==> src/rtl/cu_multi_cycle_if.sv <==
// Control bus between the multi-cycle control unit and the datapath/memory.
// The master side is the control unit; the slave side is the datapath.
interface cu_multi_cycle_if #(
  parameter int ALUCTRL_W = 5
);
  logic [5:0]           op;
  logic [5:0]           func;
  logic                 zero;
  logic                 mem_ready;
  logic                 MemRead;
  logic                 IorD;
  logic                 IRWrite;
  logic                 PCWrite;
  logic [1:0]           Branch;
  logic                 MemWrite;
  logic                 MemtoReg;
  logic                 RegWrite;
  logic [1:0]           RegDst;
  logic [ALUCTRL_W-1:0] ALUControl;
  logic                 ALUSrcA;
  logic                 ALUSrcB;
  logic                 Extend;
  logic                 PCtoReg;
  logic                 busy;
  logic                 illegal;

  modport master (
    input  op, func, zero, mem_ready,
    output MemRead, IorD, IRWrite, PCWrite, Branch, MemWrite, MemtoReg,
           RegWrite, RegDst, ALUControl, ALUSrcA, ALUSrcB, Extend, PCtoReg,
           busy, illegal
  );

  modport slave (
    output op, func, zero, mem_ready,
    input  MemRead, IorD, IRWrite, PCWrite, Branch, MemWrite, MemtoReg,
           RegWrite, RegDst, ALUControl, ALUSrcA, ALUSrcB, Extend, PCtoReg,
           busy, illegal
  );
endinterface

==> src/rtl/cu_multi_cycle.sv <==
// Multi-cycle control unit for the MIPS-subset CPU: FETCH/DECODE/EXEC/MEM/WB
// sequencing with memory wait states, multi-cycle mul and illegal-op flagging.
module cu_multi_cycle #(
  parameter int ALUCTRL_W     = 5,
  parameter int MUL_CYCLES    = 4,
  parameter int FETCH_TIMEOUT = 0
) (
  input  logic           clk,
  input  logic           rst,
  cu_multi_cycle_if.master bus
);

  typedef enum logic [2:0] {
    S_FETCH,
    S_DECODE,
    S_EXEC,
    S_MEM,
    S_WB
  } state_e;

  typedef enum logic [3:0] {
    K_BAD,
    K_ALU,
    K_MUL,
    K_IMM,
    K_LW,
    K_SW,
    K_BR,
    K_J,
    K_JR,
    K_JAL
  } kind_e;

  typedef struct packed {
    kind_e      kind;
    logic [4:0] alu;
    logic       ext;
    logic       src_a;
    logic       src_b;
  } dec_t;

  localparam int MC_W    = (MUL_CYCLES > 1) ? $clog2(MUL_CYCLES) : 1;
  localparam int MC_LAST = (MUL_CYCLES > 1) ? MUL_CYCLES - 1 : 0;
  localparam int FT_W    = (FETCH_TIMEOUT > 1) ? $clog2(FETCH_TIMEOUT) : 1;
  localparam int FT_LAST = (FETCH_TIMEOUT > 0) ? FETCH_TIMEOUT - 1 : 0;

  function automatic dec_t decode(input logic [5:0] op, input logic [5:0] func);
    dec_t d;
    d = '{kind: K_IMM, alu: 5'b00000, ext: 1'b0, src_a: 1'b0, src_b: 1'b1};
    case (op)
      6'b000000: begin
        d.kind  = K_ALU;
        d.src_b = 1'b0;
        case (func)
          6'b100000: d.alu = 5'b00000;
          6'b100001: d.alu = 5'b00001;
          6'b100010: d.alu = 5'b00010;
          6'b100011: d.alu = 5'b00011;
          6'b100100: d.alu = 5'b00100;
          6'b100101: d.alu = 5'b00101;
          6'b100110: d.alu = 5'b00110;
          6'b100111: d.alu = 5'b00111;
          6'b101010: d.alu = 5'b01000;
          6'b101011: d.alu = 5'b01001;
          6'b000000: begin d.alu = 5'b01010; d.src_a = 1'b1; end
          6'b000010: begin d.alu = 5'b01011; d.src_a = 1'b1; end
          6'b000011: begin d.alu = 5'b01100; d.src_a = 1'b1; end
          6'b000100: d.alu = 5'b01010;
          6'b000110: d.alu = 5'b01011;
          6'b000111: d.alu = 5'b01100;
          6'b001000: begin d.kind = K_JR; d.alu = 5'b11111; end
          default:   d.kind = K_BAD;
        endcase
      end
      6'b011100: begin
        d.src_b = 1'b0;
        d.alu   = 5'b10000;
        d.kind  = (func == 6'b000010) ? K_MUL : K_BAD;
      end
      6'b100011: begin d.kind = K_LW; d.ext = 1'b1; end
      6'b101011: begin d.kind = K_SW; d.ext = 1'b1; end
      6'b000100: begin d.kind = K_BR; d.alu = 5'b01101; d.ext = 1'b1; d.src_b = 1'b0; end
      6'b000101: begin d.kind = K_BR; d.alu = 5'b01110; d.ext = 1'b1; d.src_b = 1'b0; end
      6'b001000: begin d.alu = 5'b00000; d.ext = 1'b1; end
      6'b001001: begin d.alu = 5'b00001; d.ext = 1'b1; end
      6'b001010: begin d.alu = 5'b01000; d.ext = 1'b1; end
      6'b001011: begin d.alu = 5'b01001; d.ext = 1'b1; end
      6'b001100: d.alu = 5'b00100;
      6'b001101: d.alu = 5'b00101;
      6'b001110: d.alu = 5'b00110;
      6'b001111: d.alu = 5'b01111;
      6'b000010: begin d.kind = K_J;   d.alu = 5'b11111; d.src_b = 1'b0; end
      6'b000011: begin d.kind = K_JAL; d.alu = 5'b11111; d.src_b = 1'b0; end
      default:   d.kind = K_BAD;
    endcase
    return d;
  endfunction

  state_e           state;
  dec_t             dec;
  dec_t             cur;
  logic [MC_W-1:0]  mul_cnt;
  logic [FT_W-1:0]  fetch_cnt;
  logic             mul_done;
  logic             fetch_timeout;

  always_comb dec = decode(bus.op, bus.func);

  assign mul_done      = (mul_cnt == MC_W'(MC_LAST));
  assign fetch_timeout = (FETCH_TIMEOUT > 0) && !bus.mem_ready &&
                         (fetch_cnt == FT_W'(FT_LAST));

  // The decoded form of op/func is latched in DECODE so EXEC/MEM/WB no longer
  // depend on the IR after it has been consumed.
  always_ff @(posedge clk or posedge rst) begin
    if (rst) begin
      state     <= S_FETCH;
      cur       <= '0;
      mul_cnt   <= '0;
      fetch_cnt <= '0;
    end else begin
      case (state)
        S_FETCH: begin
          if (bus.mem_ready) begin
            state     <= S_DECODE;
            fetch_cnt <= '0;
          end else if (fetch_timeout) begin
            fetch_cnt <= '0;
          end else if (FETCH_TIMEOUT > 0) begin
            fetch_cnt <= fetch_cnt + FT_W'(1);
          end
        end
        S_DECODE: begin
          mul_cnt <= '0;
          if (dec.kind == K_BAD) begin
            state <= S_FETCH;
          end else begin
            cur   <= dec;
            state <= S_EXEC;
          end
        end
        S_EXEC: begin
          case (cur.kind)
            K_BR, K_J, K_JR: state <= S_FETCH;
            K_LW, K_SW:      state <= S_MEM;
            K_MUL: begin
              if (mul_done) state <= S_WB;
              else          mul_cnt <= mul_cnt + MC_W'(1);
            end
            default:         state <= S_WB;
          endcase
        end
        S_MEM: begin
          if (bus.mem_ready) state <= (cur.kind == K_SW) ? S_FETCH : S_WB;
        end
        S_WB:    state <= S_FETCH;
        default: state <= S_FETCH;
      endcase
    end
  end

  // Outputs decode straight from the registered state so that reset kills
  // every strobe immediately; only MemRead survives reset (FETCH).
  always_comb begin
    bus.MemRead    = (state == S_FETCH);
    bus.IorD       = 1'b0;
    bus.IRWrite    = 1'b0;
    bus.PCWrite    = 1'b0;
    bus.Branch     = 2'b00;
    bus.MemWrite   = 1'b0;
    bus.MemtoReg   = 1'b0;
    bus.RegWrite   = 1'b0;
    bus.RegDst     = 2'b00;
    bus.ALUControl = '0;
    bus.ALUSrcA    = 1'b0;
    bus.ALUSrcB    = 1'b0;
    bus.Extend     = 1'b0;
    bus.PCtoReg    = 1'b0;
    bus.busy       = (state != S_FETCH);
    bus.illegal    = 1'b0;
    if (!rst) begin
      case (state)
        S_FETCH: begin
          if (bus.mem_ready) begin
            bus.IRWrite = 1'b1;
            bus.PCWrite = 1'b1;
          end else if (fetch_timeout) begin
            bus.illegal = 1'b1;
          end
        end
        S_DECODE: bus.illegal = (dec.kind == K_BAD);
        S_EXEC: begin
          bus.ALUControl = ALUCTRL_W'(cur.alu);
          bus.ALUSrcA    = cur.src_a;
          bus.ALUSrcB    = cur.src_b;
          bus.Extend     = cur.ext;
          case (cur.kind)
            K_BR: begin
              if (bus.zero) begin
                bus.PCWrite = 1'b1;
                bus.Branch  = 2'b01;
              end
            end
            K_J, K_JAL: begin
              bus.PCWrite = 1'b1;
              bus.Branch  = 2'b10;
            end
            K_JR: begin
              bus.PCWrite = 1'b1;
              bus.Branch  = 2'b11;
            end
            default: ;
          endcase
        end
        S_MEM: begin
          bus.IorD     = 1'b1;
          bus.MemRead  = (cur.kind == K_LW);
          bus.MemWrite = (cur.kind == K_SW);
        end
        S_WB: begin
          bus.RegWrite = 1'b1;
          case (cur.kind)
            K_ALU, K_MUL: bus.RegDst = 2'b01;
            K_JAL: begin
              bus.RegDst  = 2'b10;
              bus.PCtoReg = 1'b1;
            end
            K_LW:    bus.MemtoReg = 1'b1;
            default: ;
          endcase
        end
        default: ;
      endcase
    end
  end

endmodule

==> src/flat_wrapper.sv <==
// flat-port wrapper written by rule: the top's interface ports become plain ports
module cu_multi_cycle_flat 
#(
  parameter int ALUCTRL_W     = 5,
  parameter int MUL_CYCLES    = 4,
  parameter int FETCH_TIMEOUT = 0
)
  (clk, rst, bus_op, bus_func, bus_zero, bus_mem_ready, bus_MemRead, bus_IorD, bus_IRWrite, bus_PCWrite, bus_Branch, bus_MemWrite, bus_MemtoReg, bus_RegWrite, bus_RegDst, bus_ALUControl, bus_ALUSrcA, bus_ALUSrcB, bus_Extend, bus_PCtoReg, bus_busy, bus_illegal);
  cu_multi_cycle_if #(.ALUCTRL_W(ALUCTRL_W)) bus_i ();
  input  logic clk;
  input  logic rst;
  input wire logic [$bits(bus_i.op)-1:0] bus_op;
  input wire logic [$bits(bus_i.func)-1:0] bus_func;
  input wire logic [$bits(bus_i.zero)-1:0] bus_zero;
  input wire logic [$bits(bus_i.mem_ready)-1:0] bus_mem_ready;
  output wire logic [$bits(bus_i.MemRead)-1:0] bus_MemRead;
  output wire logic [$bits(bus_i.IorD)-1:0] bus_IorD;
  output wire logic [$bits(bus_i.IRWrite)-1:0] bus_IRWrite;
  output wire logic [$bits(bus_i.PCWrite)-1:0] bus_PCWrite;
  output wire logic [$bits(bus_i.Branch)-1:0] bus_Branch;
  output wire logic [$bits(bus_i.MemWrite)-1:0] bus_MemWrite;
  output wire logic [$bits(bus_i.MemtoReg)-1:0] bus_MemtoReg;
  output wire logic [$bits(bus_i.RegWrite)-1:0] bus_RegWrite;
  output wire logic [$bits(bus_i.RegDst)-1:0] bus_RegDst;
  output wire logic [$bits(bus_i.ALUControl)-1:0] bus_ALUControl;
  output wire logic [$bits(bus_i.ALUSrcA)-1:0] bus_ALUSrcA;
  output wire logic [$bits(bus_i.ALUSrcB)-1:0] bus_ALUSrcB;
  output wire logic [$bits(bus_i.Extend)-1:0] bus_Extend;
  output wire logic [$bits(bus_i.PCtoReg)-1:0] bus_PCtoReg;
  output wire logic [$bits(bus_i.busy)-1:0] bus_busy;
  output wire logic [$bits(bus_i.illegal)-1:0] bus_illegal;
  assign bus_i.op = bus_op;
  assign bus_i.func = bus_func;
  assign bus_i.zero = bus_zero;
  assign bus_i.mem_ready = bus_mem_ready;
  assign bus_MemRead = bus_i.MemRead;
  assign bus_IorD = bus_i.IorD;
  assign bus_IRWrite = bus_i.IRWrite;
  assign bus_PCWrite = bus_i.PCWrite;
  assign bus_Branch = bus_i.Branch;
  assign bus_MemWrite = bus_i.MemWrite;
  assign bus_MemtoReg = bus_i.MemtoReg;
  assign bus_RegWrite = bus_i.RegWrite;
  assign bus_RegDst = bus_i.RegDst;
  assign bus_ALUControl = bus_i.ALUControl;
  assign bus_ALUSrcA = bus_i.ALUSrcA;
  assign bus_ALUSrcB = bus_i.ALUSrcB;
  assign bus_Extend = bus_i.Extend;
  assign bus_PCtoReg = bus_i.PCtoReg;
  assign bus_busy = bus_i.busy;
  assign bus_illegal = bus_i.illegal;
  cu_multi_cycle #(.ALUCTRL_W(ALUCTRL_W), .MUL_CYCLES(MUL_CYCLES), .FETCH_TIMEOUT(FETCH_TIMEOUT)) u_core (.clk(clk), .rst(rst), .bus(bus_i));
endmodule
==> config.mk <==
export PLATFORM = sky130hd
export DESIGN_NAME = cu_multi_cycle_flat
export DESIGN_NICKNAME = d
export VERILOG_FILES = /design/src/rtl/cu_multi_cycle_if.sv /design/src/rtl/cu_multi_cycle.sv /design/src/flat_wrapper.sv
export SDC_FILE = /design/constraint.sdc
export NUM_CORES = 1
export LEC_CHECK = 0
export CORE_ASPECT_RATIO = 0.6
export CORE_MARGIN = 1.5
export CORE_UTILIZATION = 33
export CTS_BUF_LIST = sky130_fd_sc_hd__clkbuf_8
export DETAILED_ROUTE_END_ITERATION = 16
export SLEW_MARGIN = 20
export SYNTH_ARGS = -nofsm -noshare
export SYNTH_HDL_FRONTEND = slang
export SYNTH_SLANG_ARGS = --single-unit
==> constraint.sdc <==
create_clock -name clk -period 4.3 [get_ports clk]
set_input_delay 0.86 -clock clk [delete_from_list [all_inputs] [get_ports clk]]
set_output_delay 0.86 -clock clk [all_outputs]
set_load 0.02 [all_outputs]
==> results.json, run 1 <==
{
  "avgRoutedWirePerCell_microns": 15.39,
  "numPortBuffers": 37,
  "min_period_over_period_pct": 91.79,
  "antenna_cells_inserted": 0,
  "crit_chain": "clkdlybuf4s50_1 -> or4b_1 -> or4_4 -> nand4_1 -> nor3_1 -> clkdlybuf4s50_1",
  "maxSlewHeadroom_pct": 38.20,
  "powerDensity_nw_per_um2": 418.4,
  "crit_type": "in2out",
  "place_ws_ns": 0.3692,
  "detailed_place_hpwl_mm": 3.476,
  "clock_sinks": 17,
  "drive_above_1_share_pct": 12.17,
  "layout_min_cycle_time_ns": 3.947,
  "vias": 1658,
  "setup_viol": 0,
  "final.setup.tns_ns": 0,
  "hold_viol": 0,
  "place.gp.congestion": 0.8899,
  "ys_types": 56,
  "synth_commonest_cells": "dfrtp_1, a21oi_1, and3_1, nor2_1, o21ai_0",
  "cts_root_buffer": "clkbuf_8",
  "tritoncts": "yes",
  "critPathLaunchType": "input port",
  "setup_ws_ns": 0.3529,
  "synthCells": 194,
  "crit_top_cell": "clkdlybuf4s50_1",
  "vias_per_cell": 5.659,
  "cap_violations": 0,
  "min_path_type": "reg2reg",
  "synth_top_area_cell": "dfrtp_1",
  "grt_max_degree": 15,
  "synth.most_common_cell": "dfrtp_1",
  "grt_pass1_vias": 1378,
  "final_nets": 248,
  "start_util_pct": 34.13,
  "cts_resized": 0,
  "synth_top_area_share_pct": 27.31,
  "worst_pin_slew_ns": 0.9220,
  "syn-num-nets": 211,
  "fp.dieH_microns": 56.22,
  "synth_area_leaders": "dfrtp_1, and3_1, a21oi_1, o2bb2ai_1, o21ai_0",
  "seq_area_frac_synth_pct": 27.31,
  "slowest_stage": "or4b_1",
  "synth_area_sq_um": 1558,
  "crit_required_ns": 3.44,
  "ys.flop_type": "dfrtp_1",
  "grt-ovfl-total": 0,
  "ant_nets": 0,
  "rsz0062_at_grt": "no",
  "drc_errors": 0,
  "final_max_slew_viol_count": 0,
  "status": "complete, no violations",
  "die_w_microns": 91.70,
  "path_clk_slew_ns": 0.07,
  "syn_avg_cell_area_sq_um": 8.030,
  "drtIter0Drc": 194,
  "die_area_sq_um": 5155,
  "grt.total_usage_pct": 17.84,
  "cpPeakStageDelay_ns": 0.56,
  "leakagePower_nw": 0.8389,
  "arrival_ns": 3.09,
  "crit_fanout": 9,
  "postCtsHoldBufs": 0,
  "dp_cells": 289,
  "wl_mm": 4.509,
  "fmax_ghz": 0.2534,
  "end_kind": "output port",
  "cts_buffer_depth": 2,
  "antenna_found_initial": 0,
  "layout.cells.non_filler": 293,
  "cts_setup_buffers": 0,
  "ios": 38,
  "dr.pass1.iters": 4,
  "synth_edf_count": 0,
  "skew_ns": 0.004413,
  "core_sq_um": 4564,
  "r2r_slack_ns": 2.02,
  "final_util_pct": 44.35,
  "num_rows": 19,
  "yosys_warnings": 0,
  "numCtsBuffers": 3,
  "clk_latency_ns": 0.25,
  "grt_pass1_wl_mm": 7.182,
  "async_flop_share_pct": 100.0,
  "h-tree-depth": 1,
  "syn2layout_area_growth_pct": 29.96,
  "ys_ff_latch": 17,
  "ir_worst_vdd_mv": 0.1694
}
## stage by stage
stage               hold slack, ns  total power, mW  cell area (sq um)
floorplan                   0.4482           0.5800               1558
global placement            0.4704           0.7274               1979
detailed placement          0.4732           0.7274               1979
CTS                         0.4887           0.8485               2024
global route                0.4931           0.9142               2024
finish                      0.4873           0.8470               2024
## logic make-up (layout without fill, tap and decap cells)
| group | count (synthesis) | after routing | share of synthesized area [%] |
|---|---|---|---|
| AO/OA/AOI/OAI | 62 | 62 | 27.55 |
| AND/OR/NAND/NOR | 83 | 83 | 30.52 |
| XOR/XNOR | 1 | 1 | 0.5624 |
| adder cells (fa/ha/maj) | 1 | 1 | 0.8031 |
| multiplexers | 6 | 6 | 4.739 |
| flip-flops | 17 | 17 | 27.31 |
| buffers and inverters | 24 | 60 | 8.514 |
## final timing paths
path,cells after the start,startpoint,end
max in group asynchronous,3,rst,u_core.cur[7]
min in group asynchronous,2,rst,u_core.state[0]
worst max register to register,4,u_core.state[0],u_core.cur[4]
worst min register to register,1,u_core.cur[6],u_core.cur[6]
worst max-delay path,6,bus_func[3],bus_illegal
worst min-delay path,1,u_core.cur[6],u_core.cur[6]
## report_power, final
group | switching (mW) | total (mW) | internal [mW] | leakage, nW
combinational | 0.237 | 0.439 | 0.202 | 0.589
sequential | 0.0762 | 0.292 | 0.215 | 0.223
clock | 0.0536 | 0.117 | 0.0633 | 0.0269
## flip-flops by register name, indices dropped and copies added, names as in the netlist
register / flops
u_core.cur: 12
u_core.state: 3
u_core.mul_cnt: 2
## layout make-up
| type | count | area [sq um] |
|---|---|---|
| fillers | 470 | 2540 |
| clock buffers | 3 | 41.29 |
| flip-flops and latches | 17 | 425.4 |
| well taps | 63 | 78.83 |
| inverters | 10 | 37.54 |
| repair buffers | 46 | 437.9 |
| multi-input cells | 153 | 999.7 |
| clock inverters | 1 | 3.754 |
## critical path: cells and delay by family
kind                   cells  cell delay [ns]
AND/OR/NAND/NOR            4             1.15
buffers and inverters      2             1.07
## layout by cell type (no fill, tap or decap), types with 3 or more instances in the layout
master and n:
mux2_2 3, dfrtp_1 17, and3_1 13, or2_2 3, nand3_1 6, a211oi_1 3, a21oi_1 13, nor2_1 13
nor4_1 5, o21ai_0 12, nor3b_1 3, a31oi_1 4, inv_1 11, nor2b_1 4, nor3_1 5, nand2b_1 6
nand3b_1 3, buf_4 9, nand2_1 11, o2bb2ai_1 7, clkbuf_8 3, clkdlybuf4s50_1 37
## per-layer routing
metal  part of all wire [%]  track usage (%)  up-vias
met3                    9.4            5.601        2
li1                       -                -      806
met1                     54            29.65      764
met4                   0.24            2.198        0
met5                      0                0        -
met2                     36            21.86       86
No activity file was read; power rests on OpenSTA's default activity.
==> inputs of run 2 (changes only) <==
--- a/config.mk
+++ b/config.mk
@@ -7,9 +7,10 @@
 export LEC_CHECK = 0
 export CORE_ASPECT_RATIO = 0.6
 export CORE_MARGIN = 1.5
-export CORE_UTILIZATION = 33
+export CORE_UTILIZATION = 45
 export CTS_BUF_LIST = sky130_fd_sc_hd__clkbuf_8
 export DETAILED_ROUTE_END_ITERATION = 16
+export PLACE_DENSITY = 0.74
 export SLEW_MARGIN = 20
 export SYNTH_ARGS = -nofsm -noshare
 export SYNTH_HDL_FRONTEND = slang
==> run 2 against run 1 <==
Utilization rose by 16 points; routed wire length rose by 0.64%; critical path depth did not move; clock-buffer cell count did not move; maximum frequency fell by 0.66%; sequential power barely moved.
==> results.json, run 2 (synthesized netlist as in run 1, its figures left out) <==
{
  "layout_commonest_cell": "clkdlybuf4s50_1",
  "min_period_over_period_pct": 92.40,
  "leakagePower_nw": 0.8327,
  "drc_errors": 0,
  "ios": 38,
  "die_w_microns": 78.96,
  "ant_nets": 0,
  "p_switching_uw": 375.6,
  "crit_fanout": 9,
  "final_max_slew_viol_count": 0,
  "cts_setup_buffers": 0,
  "grt.total_usage_pct": 24.65,
  "cts_root_buffer": "clkbuf_8",
  "multi_input_area_sq_um": 999.7,
  "clock_sinks": 17,
  "cap_violations": 0,
  "antenna_cells_inserted": 0,
  "r2r_slack_ns": 2.10,
  "crit_type": "in2out",
  "min_to": "u_core.cur[1]",
  "grt_pass1_wl_mm": 7.383,
  "num_rows": 16,
  "core_sq_um": 3283,
  "reg.largest.list": "u_core.cur: 12 flops, u_core.state: 3 flops, u_core.mul_cnt: 2 flops",
  "drive_above_1_share_pct": 12.23,
  "grt-ovfl-total": 0,
  "wl_mm": 4.538,
  "combPwrFrac_pct": 51.6,
  "path_clk_slew_ns": 0.07,
  "vias_per_cell": 6.153,
  "syn2layout_area_growth_pct": 28.11,
  "drtIter0Drc": 186,
  "final.setup.tns_ns": 0,
  "cts_buffer_depth": 2,
  "critPathLaunchType": "input port",
  "grt_max_degree": 17,
  "place_area_sq_um": 1949,
  "dr.pass1.iters": 6,
  "fp.dieH_microns": 48.58,
  "vias": 1686,
  "worst_pin_slew_ns": 0.8950,
  "hold_depth": 1,
  "postCtsHoldBufs": 0,
  "final_cell_mix": "clkdlybuf4s50_1, dfrtp_1, a21oi_1, nor2_1, and3_1",
  "status": "complete, no violations",
  "stdcell_area_sq_um": 1996,
  "crit_required_ns": 3.44,
  "hold_viol": 0,
  "end_kind": "output port",
  "regMostFlops": "u_core.cur",
  "start_util_pct": 47.45,
  "clk_latency_ns": 0.25,
  "p_int_uw": 481.0,
  "ir_worst_vdd_mv": 0.2940,
  "grt_pass1_vias": 1467,
  "die_area_sq_um": 3835,
  "tritoncts": "yes",
  "powerDensity_nw_per_um2": 429.2,
  "numCtsBuffers": 3,
  "avgRoutedWirePerCell_microns": 16.56,
  "layout_min_cycle_time_ns": 3.973,
  "largest_reg_flops": 12,
  "fillers": 279,
  "seqPwrFrac_pct": 34.3,
  "final_nets": 247,
  "r2r_cells": 4,
  "h-tree-depth": 1,
  "seqCellArea_sq_um": 425.4,
  "place.gp.congestion": 0.9375,
  "r2r-end": "u_core.cur[7]",
  "cts_resized": 0,
  "numPortBuffers": 37,
  "min_from": "u_core.cur[1]",
  "antenna_found_initial": 0,
  "min_path_type": "reg2reg",
  "maxSlewHeadroom_pct": 40.11,
  "r2r_start": "u_core.state[0]",
  "switching_share_pct": 43.85,
  "fmax_ghz": 0.2517,
  "rsz0062_at_grt": "no",
  "detailed_place_hpwl_mm": 3.510,
  "arrival_ns": 3.11,
  "skew_ns": 0.005871,
  "clkPwrFrac_pct": 14.0,
  "setup_viol": 0
}
-- run 2: routing by layer --
layer	GRT usage (%)	vias up	wire length, microns
li1	-	801	-
met1	39.69	790	2259
met2	32.04	93	1799
met3	7.547	2	474
met4	3.801	0	4
met5	0	-	0
-- run 2: area by class of cell --
| cell class | count | area share, % |
|---|---|---|
| Clock buffer | 3 | 2.069 |
| Clock inverter | 1 | 0.2508 |
| Inverter | 10 | 1.881 |
| Multi-Input combinational cell | 153 | 50.09 |
| Sequential cell | 17 | 21.32 |
| Tap cell | 45 | 2.821 |
| Timing Repair Buffer | 45 | 21.57 |
-- run 2: worst max path at each step --
stage,end,from,cells after the start,slack (ns)
global route,bus_illegal,bus_op[2],6,0.23
global placement,bus_illegal,bus_func[3],6,0.38
detailed placement,bus_illegal,bus_func[3],6,0.36
finish,bus_illegal,bus_func[1],6,0.33
floorplan,bus_illegal,bus_op[2],5,1.32
CTS,bus_illegal,bus_func[3],6,0.34
-- run 2: power by group through the flow --
stage               Clock, mW  Sequential, mW  Combinational (mW)
global placement            0           0.286               0.424
finish                  0.120           0.294               0.442
detailed placement          0           0.293               0.435
CTS                     0.121           0.291               0.437
global route            0.129           0.305               0.478
floorplan                   0           0.250               0.330
-- run 2: through the flow --
| step | setup WS, ns | util [%] | instances | hold WS [ns] | total power, mW |
|---|---|---|---|---|---|
| after floorplan | 1.317 | - | 194 | 0.4482 | 0.5800 |
| after global placement | 0.3770 | 59.38 | 270 | 0.4680 | 0.7102 |
| after detailed placement | 0.3554 | 59.38 | 270 | 0.4712 | 0.7283 |
| after CTS | 0.3387 | 60.79 | 274 | 0.4912 | 0.8486 |
| after global routing | 0.2340 | 60.79 | 274 | 0.5133 | 0.9120 |
| final | 0.3269 | 60.79 | 274 | 0.4951 | 0.8566 |
-- run 2: critical path: stages --
cell	delay, ns
clkdlybuf4s50_1	0.63
or4b_1	0.49
or4_4	0.44
nand4_1	0.11
nor3_1	0.05
clkdlybuf4s50_1	0.54
==> inputs of run 3 (changes only) <==
--- a/config.mk
+++ b/config.mk
@@ -11,7 +11,6 @@
 export CTS_BUF_LIST = sky130_fd_sc_hd__clkbuf_8
 export DETAILED_ROUTE_END_ITERATION = 16
 export PLACE_DENSITY = 0.74
-export SLEW_MARGIN = 20
 export SYNTH_ARGS = -nofsm -noshare
 export SYNTH_HDL_FRONTEND = slang
 export SYNTH_SLANG_ARGS = --single-unit
==> results of run 3 <==
Same layout as run 2: the final DEF is identical, and so are final timing and power.
